**config.mk**
```make
export PLATFORM = sky130hd
export DESIGN_NAME = tlul_mem_responder
export DESIGN_NICKNAME = d
export VERILOG_FILES = /design/src/rtl/tlul_pkg.sv /design/src/rtl/tlul_resp_fifo.sv /design/src/rtl/tlul_mem_responder.sv
export SDC_FILE = /design/constraint.sdc
export NUM_CORES = 2
export LEC_CHECK = 0
export BUFFER_PORTS_ARGS = -buffer_cell sky130_fd_sc_hd__clkbuf_2
export CELL_PAD_IN_SITES_DETAIL_PLACEMENT = 1
export CELL_PAD_IN_SITES_GLOBAL_PLACEMENT = 2
export CORE_MARGIN = 1.5
export CORE_UTILIZATION = 45
export CTS_CLUSTER_SIZE = 28
export DETAILED_ROUTE_END_ITERATION = 8
export PLACE_DENSITY_LB_ADDON = 0.1
export SLEW_MARGIN = 20
export SYNTH_ARGS = -nofsm -noshare
export SYNTH_HDL_FRONTEND = slang
export SYNTH_SLANG_ARGS = --single-unit
```
**constraint.sdc**
```tcl
create_clock -name clock -period 3.06 [get_ports clock]
set_input_delay 0.306 -clock clock [delete_from_list [all_inputs] [get_ports clock]]
set_output_delay 0.306 -clock clock [all_outputs]
set_load 0.02 [all_outputs]
```
**src/rtl/tlul_pkg.sv**
```systemverilog
// Shared TL-UL constants, field widths and the response record carried by the
// D-channel queue.
package tlul_pkg;

  localparam int TL_AW   = 32;
  localparam int TL_DW   = 64;
  localparam int TL_MW   = TL_DW / 8;
  localparam int TL_SZW  = 3;
  localparam int TL_SRCW = 4;
  localparam int TL_OPW  = 3;

  typedef enum logic [TL_OPW-1:0] {
    PUT_FULL_DATA    = 3'd0,
    PUT_PARTIAL_DATA = 3'd1,
    GET              = 3'd4
  } tl_a_op_e;

  typedef enum logic [TL_OPW-1:0] {
    ACCESS_ACK      = 3'd0,
    ACCESS_ACK_DATA = 3'd1
  } tl_d_op_e;

  typedef struct packed {
    logic [TL_OPW-1:0]  opcode;
    logic [TL_SZW-1:0]  size;
    logic [TL_SRCW-1:0] source;
    logic               denied;
    logic [TL_DW-1:0]   data;
    logic               corrupt;
  } tl_d_rsp_t;

  // Low address bits that must be zero for a transfer of 2^size bytes.
  function automatic logic [2:0] size_align_mask(input logic [TL_SZW-1:0] size);
    logic [2:0] m;
    case (size)
      3'd0:    m = 3'b000;
      3'd1:    m = 3'b001;
      3'd2:    m = 3'b011;
      default: m = 3'b111;
    endcase
    return m;
  endfunction

endpackage

```
**src/rtl/tlul_resp_fifo.sv**
```systemverilog
// Two-entry response queue; the head entry is a register that drives the
// D channel directly.
module tlul_resp_fifo
  import tlul_pkg::*;
(
  input  logic      clock,
  input  logic      reset_n,
  input  logic      push,
  input  tl_d_rsp_t push_data,
  input  logic      pop,
  output logic      full,
  output logic      empty,
  output tl_d_rsp_t head
);

  tl_d_rsp_t   head_q;
  tl_d_rsp_t   tail_q;
  logic [1:0]  count_q;
  logic        wr;
  logic        rd;

  assign full  = (count_q == 2'd2);
  assign empty = (count_q == 2'd0);
  assign wr    = push && !full;
  assign rd    = pop && !empty;
  assign head  = head_q;

  always_ff @(posedge clock or negedge reset_n) begin
    if (!reset_n) begin
      count_q <= 2'd0;
      head_q  <= '0;
      tail_q  <= '0;
    end else begin
      case ({wr, rd})
        2'b10: begin
          if (count_q == 2'd0) head_q <= push_data;
          else                 tail_q <= push_data;
          count_q <= count_q + 2'd1;
        end
        2'b01: begin
          head_q  <= tail_q;
          count_q <= count_q - 2'd1;
        end
        // Simultaneous push and pop only happens with one entry held.
        2'b11: head_q <= push_data;
        default: ;
      endcase
    end
  end

endmodule

```
**src/rtl/tlul_mem_responder.sv**
```systemverilog
// TL-UL device answering Get/Put accesses to a small 64-bit word memory
// mapped at BASE_ADDR, with a two-deep registered response queue.
module tlul_mem_responder
  import tlul_pkg::*;
#(
  parameter logic [31:0] BASE_ADDR = 32'h0800_0000,
  parameter int          DEPTH     = 16
) (
  input  logic        clock,
  input  logic        reset_n,
  input  logic        a_valid,
  output logic        a_ready,
  input  logic [2:0]  a_opcode,
  input  logic [2:0]  a_param,
  input  logic [2:0]  a_size,
  input  logic [3:0]  a_source,
  input  logic [31:0] a_address,
  input  logic [7:0]  a_mask,
  input  logic [63:0] a_data,
  output logic        d_valid,
  input  logic        d_ready,
  output logic [2:0]  d_opcode,
  output logic [1:0]  d_param,
  output logic [2:0]  d_size,
  output logic [3:0]  d_source,
  output logic        d_denied,
  output logic [63:0] d_data,
  output logic        d_corrupt
);

  localparam int IDXW = $clog2(DEPTH);

  logic [TL_DW-1:0] mem_q [DEPTH];
  logic [IDXW-1:0]  word_idx;
  logic             a_fire;
  logic             in_window;
  logic             aligned;
  logic             op_ok;
  logic             legal;
  logic             is_get;
  logic             fifo_full;
  logic             fifo_empty;
  tl_d_rsp_t        rsp;
  tl_d_rsp_t        head;
  logic             unused_a_param;

  assign unused_a_param = ^a_param;

  assign a_ready   = !fifo_full;
  assign a_fire    = a_valid && a_ready;
  assign word_idx  = a_address[IDXW+2:3];
  assign in_window = (a_address[31:7] == BASE_ADDR[31:7]);
  assign aligned   = ((a_address[2:0] & size_align_mask(a_size)) == 3'b000);
  assign op_ok     = (a_opcode == PUT_FULL_DATA) || (a_opcode == PUT_PARTIAL_DATA) ||
                     (a_opcode == GET);
  assign legal     = in_window && (a_size <= 3'd3) && aligned && op_ok;
  assign is_get    = (a_opcode == GET);

  // Response is captured at acceptance, so later Puts cannot change queued data.
  always_comb begin
    rsp        = '0;
    rsp.size   = a_size;
    rsp.source = a_source;
    rsp.denied = !legal;
    if (is_get) begin
      rsp.opcode  = ACCESS_ACK_DATA;
      rsp.data    = legal ? mem_q[word_idx] : '0;
      rsp.corrupt = !legal;
    end else begin
      rsp.opcode  = ACCESS_ACK;
    end
  end

  always_ff @(posedge clock or negedge reset_n) begin
    if (!reset_n) begin
      for (int w = 0; w < DEPTH; w++) mem_q[w] <= '0;
    end else if (a_fire && legal && !is_get) begin
      for (int b = 0; b < TL_MW; b++) begin
        if (a_mask[b]) mem_q[word_idx][8*b +: 8] <= a_data[8*b +: 8];
      end
    end
  end

  tlul_resp_fifo u_resp_fifo (
    .clock     (clock),
    .reset_n   (reset_n),
    .push      (a_fire),
    .push_data (rsp),
    .pop       (d_ready),
    .full      (fifo_full),
    .empty     (fifo_empty),
    .head      (head)
  );

  assign d_valid   = !fifo_empty;
  assign d_opcode  = head.opcode;
  assign d_param   = 2'b00;
  assign d_size    = head.size;
  assign d_source  = head.source;
  assign d_denied  = head.denied;
  assign d_data    = head.data;
  assign d_corrupt = head.corrupt;

endmodule
```
Word level (Yosys, flattened, before mapping)
Index checks and enable logic that the tools add are counted.
{"block": "word_totals", "ff_bits": 1178, "latchBits": 0, "ramBits": 0, "rom_bits": 0, "in_bits": 121, "out_inout_bits": 80, "elab_cells": 119, "mem_count": 0}
{"block": "op_classes", "addsub": 2, "n_mul": 0, "n_div": 0, "magnitude_cmp": 3, "eq_ne": 10, "shifts": 0, "mux": 49, "bitwise_logic": 3, "reduce_logical": 23}
{"operator": "1024-bit 2-to-1 mux", "n": 15}
{"operator": "1024-bit bitwise mux", "n": 8}
{"operator": "64-bit demux with 4-bit select", "n": 8}
{"operator": "64-bit binary-select mux with 4-bit select", "n": 1}
{"operator": "64-bit 2-to-1 mux", "n": 4}
{"operator": "76-bit case mux with 3 select lines", "n": 1}
{"operator": "76-bit 2-to-1 mux", "n": 1}
{"operator": "65-bit 2-to-1 mux", "n": 1}
{"operator": "56-bit 2-to-1 mux", "n": 1}
{"operator": "48-bit 2-to-1 mux", "n": 1}
{"operator": "40-bit 2-to-1 mux", "n": 1}
{"operator": "32-bit 2-to-1 mux", "n": 1}
{"operator": "25-bit by 21-bit == test with 1-bit output, second input constant", "n": 1}
{"operator": "24-bit 2-to-1 mux", "n": 1}
{"operator": "16-bit 2-to-1 mux", "n": 1}
{"operator": "1-bit logical AND", "n": 9}
{"operator": "3-bit zero test", "n": 3}
{"operator": "3-bit case mux with 3 select lines", "n": 1}
{"operator": "8-bit 2-to-1 mux", "n": 1}
{"operator": "2-bit == test, second input constant", "n": 3}
{"operator": "3-bit by 1-bit == test with 1-bit output, second input constant", "n": 2}
{"operator": "5-bit greater-or-equal comparator, second input constant", "n": 1}
{"operator": "5-bit by 1-bit less-than comparator with 1-bit output, second input constant", "n": 1}
{"operator": "4-bit NOT with 5-bit output", "n": 1}
{"operator": "other kinds (17)", "n": 22}

Logic depth before layout (Yosys ltp)
{"block": "depth", "depth_word": 29, "ltp_mapped": 10}

Cells and area by module
Synthesis repeated with hierarchy kept, for this count alone.
{"block": "hier_totals", "hier_cells": 3466, "area_unflattened_um2": 55492.0}
{"mod": "tlul_mem_responder", "instances": 1, "cells_each": 3044, "area_per_inst_um2": 48614.1, "seq_area_each_um2": 25624.6}
{"mod": "tlul_resp_fifo", "instances": 1, "cells_each": 422, "area_per_inst_um2": 6877.8, "seq_area_each_um2": 3853.7}

Worst setup path before layout
Ideal clock, no wire load.
{"block": "synth_timing", "path_type": "input -> register", "start": "input port a_address[14]", "end": "register mem_q[576] in the netlist's numbering", "arrival_time_ps": 2306, "slack_ps": 630, "path_stages": 8, "path_cell_list": "or4_1 -> a221oi_2 -> nand4_1 -> buf_4 -> buf_6 -> buf_8 -> nor3_4 -> mux2_2"}
{"block": "synth_via", "elab_chain_cells": 6}
{"item": "start, declared", "line_no": "tlul_mem_responder.sv:17", "rtl": "input logic [31:0] a_address,"}
{"item": "25-bit by 21-bit == test with 1-bit output", "line_no": "tlul_mem_responder.sv:52", "rtl": "assign in_window = (a_address[31:7] == BASE_ADDR[31:7]);"}
{"item": "1-bit logical AND (3 in a row)", "line_no": "tlul_mem_responder.sv:56", "rtl": "assign legal = in_window && (a_size <= 3'd3) && aligned && op_ok;"}
{"item": "1-bit logical AND (2 in a row)", "line_no": "tlul_mem_responder.sv:77", "rtl": "end else if (a_fire && legal && !is_get) begin"}
{"item": "end signal, assigned by index", "line_no": "tlul_mem_responder.sv:79", "rtl": "if (a_mask[b]) mem_q[word_idx][8*b +: 8] <= a_data[8*b +: 8];"}
{"item": "end, declared", "line_no": "tlul_mem_responder.sv:33", "rtl": "logic [TL_DW-1:0] mem_q [DEPTH];"}
No other way between the ends.
A chain may end at the register's enable or synchronous reset.

Worst setup path in the final report
{"block": "layout_timing", "start": "register u_resp_fifo.count_q[0]", "end": "register u_resp_fifo.head_q, in the netlist u_resp_fifo.head[61]"}
{"block": "layout_via", "elab_chain_cells": 7, "word_cells_on_any_way": 14, "cone_classes": "5 x eq/ne; 1 x mux; 8 x reduce/logical"}
{"item": "start, declared", "line_no": "tlul_resp_fifo.sv:18", "rtl": "logic [1:0] count_q;"}
{"item": "start signal, assigned", "line_no": "tlul_resp_fifo.sv:38", "rtl": "count_q <= count_q + 2'd1;"}
{"item": "start signal, assigned", "line_no": "tlul_resp_fifo.sv:42", "rtl": "count_q <= count_q - 2'd1;"}
{"item": "2-bit == test", "line_no": "tlul_resp_fifo.sv:22", "rtl": "assign full = (count_q == 2'd2);"}
{"item": "1-bit zero test", "line_no": "tlul_resp_fifo.sv:24, tlul_mem_responder.sv:49"}
{"item": "1-bit logical AND", "line_no": "tlul_mem_responder.sv:50", "rtl": "assign a_fire = a_valid && a_ready;"}
{"item": "1-bit logical AND", "line_no": "tlul_resp_fifo.sv:24", "rtl": "assign wr = push && !full;"}
{"item": "2-bit == test or 2-bit by 1-bit == test with 1-bit output (tied branches)", "line_no": "tlul_resp_fifo.sv:34", "rtl": "case ({wr, rd})"}
{"item": "2-bit by 1-bit != test with 1-bit output (no source line) or 3-bit nonzero test (tied branches)"}
{"item": "2-bit AND reduction (no source line)"}
{"item": "end signal, assigned", "line_no": "tlul_resp_fifo.sv:36", "rtl": "if (count_q == 2'd0) head_q <= push_data;"}
{"item": "end signal, assigned", "line_no": "tlul_resp_fifo.sv:41", "rtl": "head_q <= tail_q;"}
{"item": "end signal, assigned", "line_no": "tlul_resp_fifo.sv:45", "rtl": "2'b11: head_q <= push_data;"}
{"item": "end, declared", "line_no": "tlul_resp_fifo.sv:16", "rtl": "tl_d_rsp_t head_q;"}
Several ways; a longest one is shown, not always the timed one.

==> summary.md <==
| Metric | Value |
|---|---|
| Status | `complete, no violations` |
| Die width | `347 um` |
| CTS H-tree depth | `4` |
| Post_cts resized | `0` |
| Area of the multi-input gates | `22700 um2` |
| Flop-to-flop setup slack | `320 ps` |
| Sw power | `9.95 mW` |
| DPL Wire Length | `99.8 mm` |
| Vias per inst | `5.95` |
| DP Cell Count | `5209` |
| YS warnings | `0` |
| Setup Buffers After CTS | `0` |
| CTS root buffer | `clkbuf_16` |
| Clk_lat worst skew | `750 ps` |
| Routed length per placed instance | `28.1 um` |
| I/O Buffers | `193` |
| Initial core utilization | `0.456` |
| 1st-iter DRT viols | `1867` |
| Final hold slack | `58.9 ps` |
| Max-cap violations | `0` |
| Top cell by count, worst path | `buf_4` |
| Die Height | `347 um` |
| Reg-to-Reg End | `u_resp_fifo.head[61]` |
| Top post-synthesis cells by area | `dfrtp_1, mux2_2, mux4_2, nor3_4, a22o_1` |
| Synth Cell Area | `53100 um2` |
| Clk pwr share | `0.435` |
| Cell Chain, Critical Path | `nand2b_1 -> and2_1 -> buf_4 -> inv_1 -> ha_4 -> nor2_1 -> nand4b_1 -> buf_4 -> o22ai_1` |
| Placer Congestion | `0.776` |
| Final hold vios | `0` |
| Final period util | `0.894` |
| Worst EP arrival | `3390 ps` |
| GR Util All Layers | `0.261` |
| CP max stage delay | `410 ps` |
| Crit start category | `flop` |
| Largest delay share family, worst path | `simple AND/OR/NAND/NOR gates` |
| Mean post-synth cell area | `15.5 um2` |
| CP required | `3710 ps` |
| # hold bufs at CTS | `12` |
| Antenna-violating nets left | `0` |
| Worst-path clk slew | `60 ps` |
| Std cell rows | `125` |
| Worst hold path class | `primary input to flop` |
| Critical path depth in cells | `9` |
| Initial antenna violation count | `4` |
| Worst path bufs/invs | `3` |
| Worst Reg2Reg Path Length in Cells | `9` |
| Power Dens Cells | `584 nW/um2` |
| Post-synthesis sequential area ratio | `0.553` |
| Bufs on Longest Clock Path | `3` |
| CTS tree | `built` |
| Max FO, Critical Path | `36` |
| Ys async rst share | `1.00` |
| Yosys top cell by area | `dfrtp_1` |
| First-pass GRT wire length | `237 mm` |
| Reg power frac | `0.446` |
| Finished Layout Cells | `5459` |
| Share of cells above drive strength 1 | `0.535` |
| Minimum clock period | `2740 ps` |
| Final Max Tran Viols | `0` |
| Leak | `30.7 nW` |
| Congestion Overflow GR | `0` |
| Nets | `3956` |
| Final TNS setup | `0 ps` |
| Critical Path Sink | `u_resp_fifo.head[61]` |
| Slew margin rel. | `0.456` |
| Synth Instances | `3435` |
| Unrepaired setup endpoints after global routing | `false` |
| Number of flops mapped to enable cells by yosys | `0` |
| Worst Skew | `24.7 ps` |
| Logic pwr share | `0.119` |
| Pwr Total | `36.9 mW` |
| Die area | `120000 um2` |
| N_diodes | `0` |
| RR Startpoint | `u_resp_fifo.count_q[0]` |
| Slew @ Worst Pin | `817 ps` |
| # IOs | `201` |
| Element type at the critical path end | `flop` |
| DRC | `0` |
| Largest net degree at the start of global routing | `131` |
| Fmax | `365 MHz` |
| Initial DRT Pass Iterations | `5` |
| Switching Share | `0.270` |
| Synth cell types | `45` |
| Core Area | `117000 um2` |
| FF+latch area | `29400 um2` |
| Setup crit start | `u_resp_fifo.count_q[0]` |
| #FFs+latches synth | `1174` |
| P&R area growth vs syn | `18.9%` |
| Critical path class | `flop to flop` |
| Max VDD drop | `0.919 mV` |
| Cts bufs inserted | `134` |
| CP max stage cell | `dfrtp_1` |
| Drt total wl | `153 mm` |
| Share of the synthesized area in the top cell type | `0.553` |
| Number of fill cells in the layout | `10875` |
| Clk sink count | `1174` |
| Most used DFF post-synth | `dfrtp_1` |
| Routed vias | `32464` |
| Int Pwr | `27.0 mW` |
| Final setup fails | `0` |
| Vias in the first global route | `36985` |
power by group through the flow:
stage                     logic, mW  clock network (mW)  registers [mW]
after floorplan                1.70                   0            17.2
after global placement         4.25                   0            16.7
after detailed placement       4.41                   0            16.7
after CTS                      4.45                16.4            16.5
after global routing           4.73                17.0            16.5
final                          4.40                16.1            16.5
cell usage after synthesis, types with 3 or more instances:
cell type / count
dfrtp_1: 1174
nor2_1: 134
nand3_1: 5
clkbuf_1: 153
mux2i_1: 7
mux4_2: 256
nor3_4: 77
nor4_1: 4
buf_1: 22
inv_1: 3
a22o_1: 128
nand3_2: 3
o21ai_0: 70
nor3_2: 51
a21oi_1: 68
nor3b_1: 3
buf_4: 12
buf_8: 7
mux2_2: 1031
o22ai_1: 64
buf_2: 18
nand2_1: 94
o21ai_1: 5
buf_6: 16
worst register-to-register path: stages (launching register included):
cell	delay [ps]
dfrtp_1	410
nand2b_1	160
and2_1	170
buf_4	320
inv_1	140
ha_4	240
nor2_1	340
nand4b_1	180
buf_4	370
o22ai_1	330
worst min path at each step:
stage / start / endpoint / slack [ps] / depth (start not counted)
floorplan: reset_n / mem_q[0] / 10 / 0
global placement: reset_n / mem_q[18] / 290 / 1
detailed placement: reset_n / mem_q[151] / 300 / 1
CTS: a_data[54] / mem_q[886] / 1 / 2
global route: a_data[48] / mem_q[560] / 60 / 2
finish: a_data[15] / mem_q[527] / 60 / 2
per-layer routing:
layer | wire length [um] | vias to the layer above | GRT usage
met2 | 75600 | 667 | 0.433
met1 | 67700 | 17860 | 0.358
met3 | 6160 | 239 | 0.0397
met5 | 47 | - | 0
met4 | 3700 | 8 | 0.0755
li1 | - | 13690 | -
state kept, by name (all words and copies together), names as in the netlist:
| name | cells |
|---|---|
| mem_q | 1024 |
| u_resp_fifo.count_q | 2 |
| u_resp_fifo.head | 74 |
| u_resp_fifo.tail_q | 74 |
per-stage QoR:
| stage | cell area (um2) | setup WS, ps | util |
|---|---|---|---|
| 2_1_floorplan | 53200 | 630 | - |
| 3_5_place_dp | 58700 | 234 | 0.503 |
| 3_3_place_gp | 58700 | 262 | 0.503 |
| 4_1_cts | 63200 | 313 | 0.542 |
| 5_1_grt | 63200 | 95.7 | 0.542 |
| 6_report | 63200 | 323 | 0.542 |
layout make-up:
| cell class | count | share of cell area |
|---|---|---|
| flip-flops and latches | 1174 | 0.465 |
| multi-input cells | 2033 | 0.359 |
| repair buffers | 487 | 0.0759 |
| clock buffers | 199 | 0.0623 |
| well taps | 1524 | 0.0302 |
| clock inverters | 39 | 0.00736 |
| inverters | 3 | 0.000178 |
cells by family (layout without fill, tap and decap cells):
kind of cell / count (synthesis) / count (layout) / synth area share
AO/OA/AOI/OAI: 340 / 340 / 0.0430
XOR/XNOR: 3 / 3 / 0.000494
adder cells (fa/ha/maj): 2 / 2 / 0.000471
buffers and inverters: 231 / 728 / 0.0213
flip-flops: 1174 / 1174 / 0.553
multiplexers: 1294 / 1294 / 0.328
other: 1 / 4 / 0.0000706
AND/OR/NAND/NOR: 390 / 390 / 0.0536
cell usage in the layout, fill, tap and decap left out, types with 70 or more instances in the layout:
master	count
nor3_4	77
a22o_1	128
o21ai_0	70
clkbuf_2	190
buf_4	157
clkbuf_16	140
nand2_1	93
mux4_2	256
mux2_2	1031
buf_12	125
nor2_1	133
dfrtp_1	1174
(Power assumes the default switching activity.)
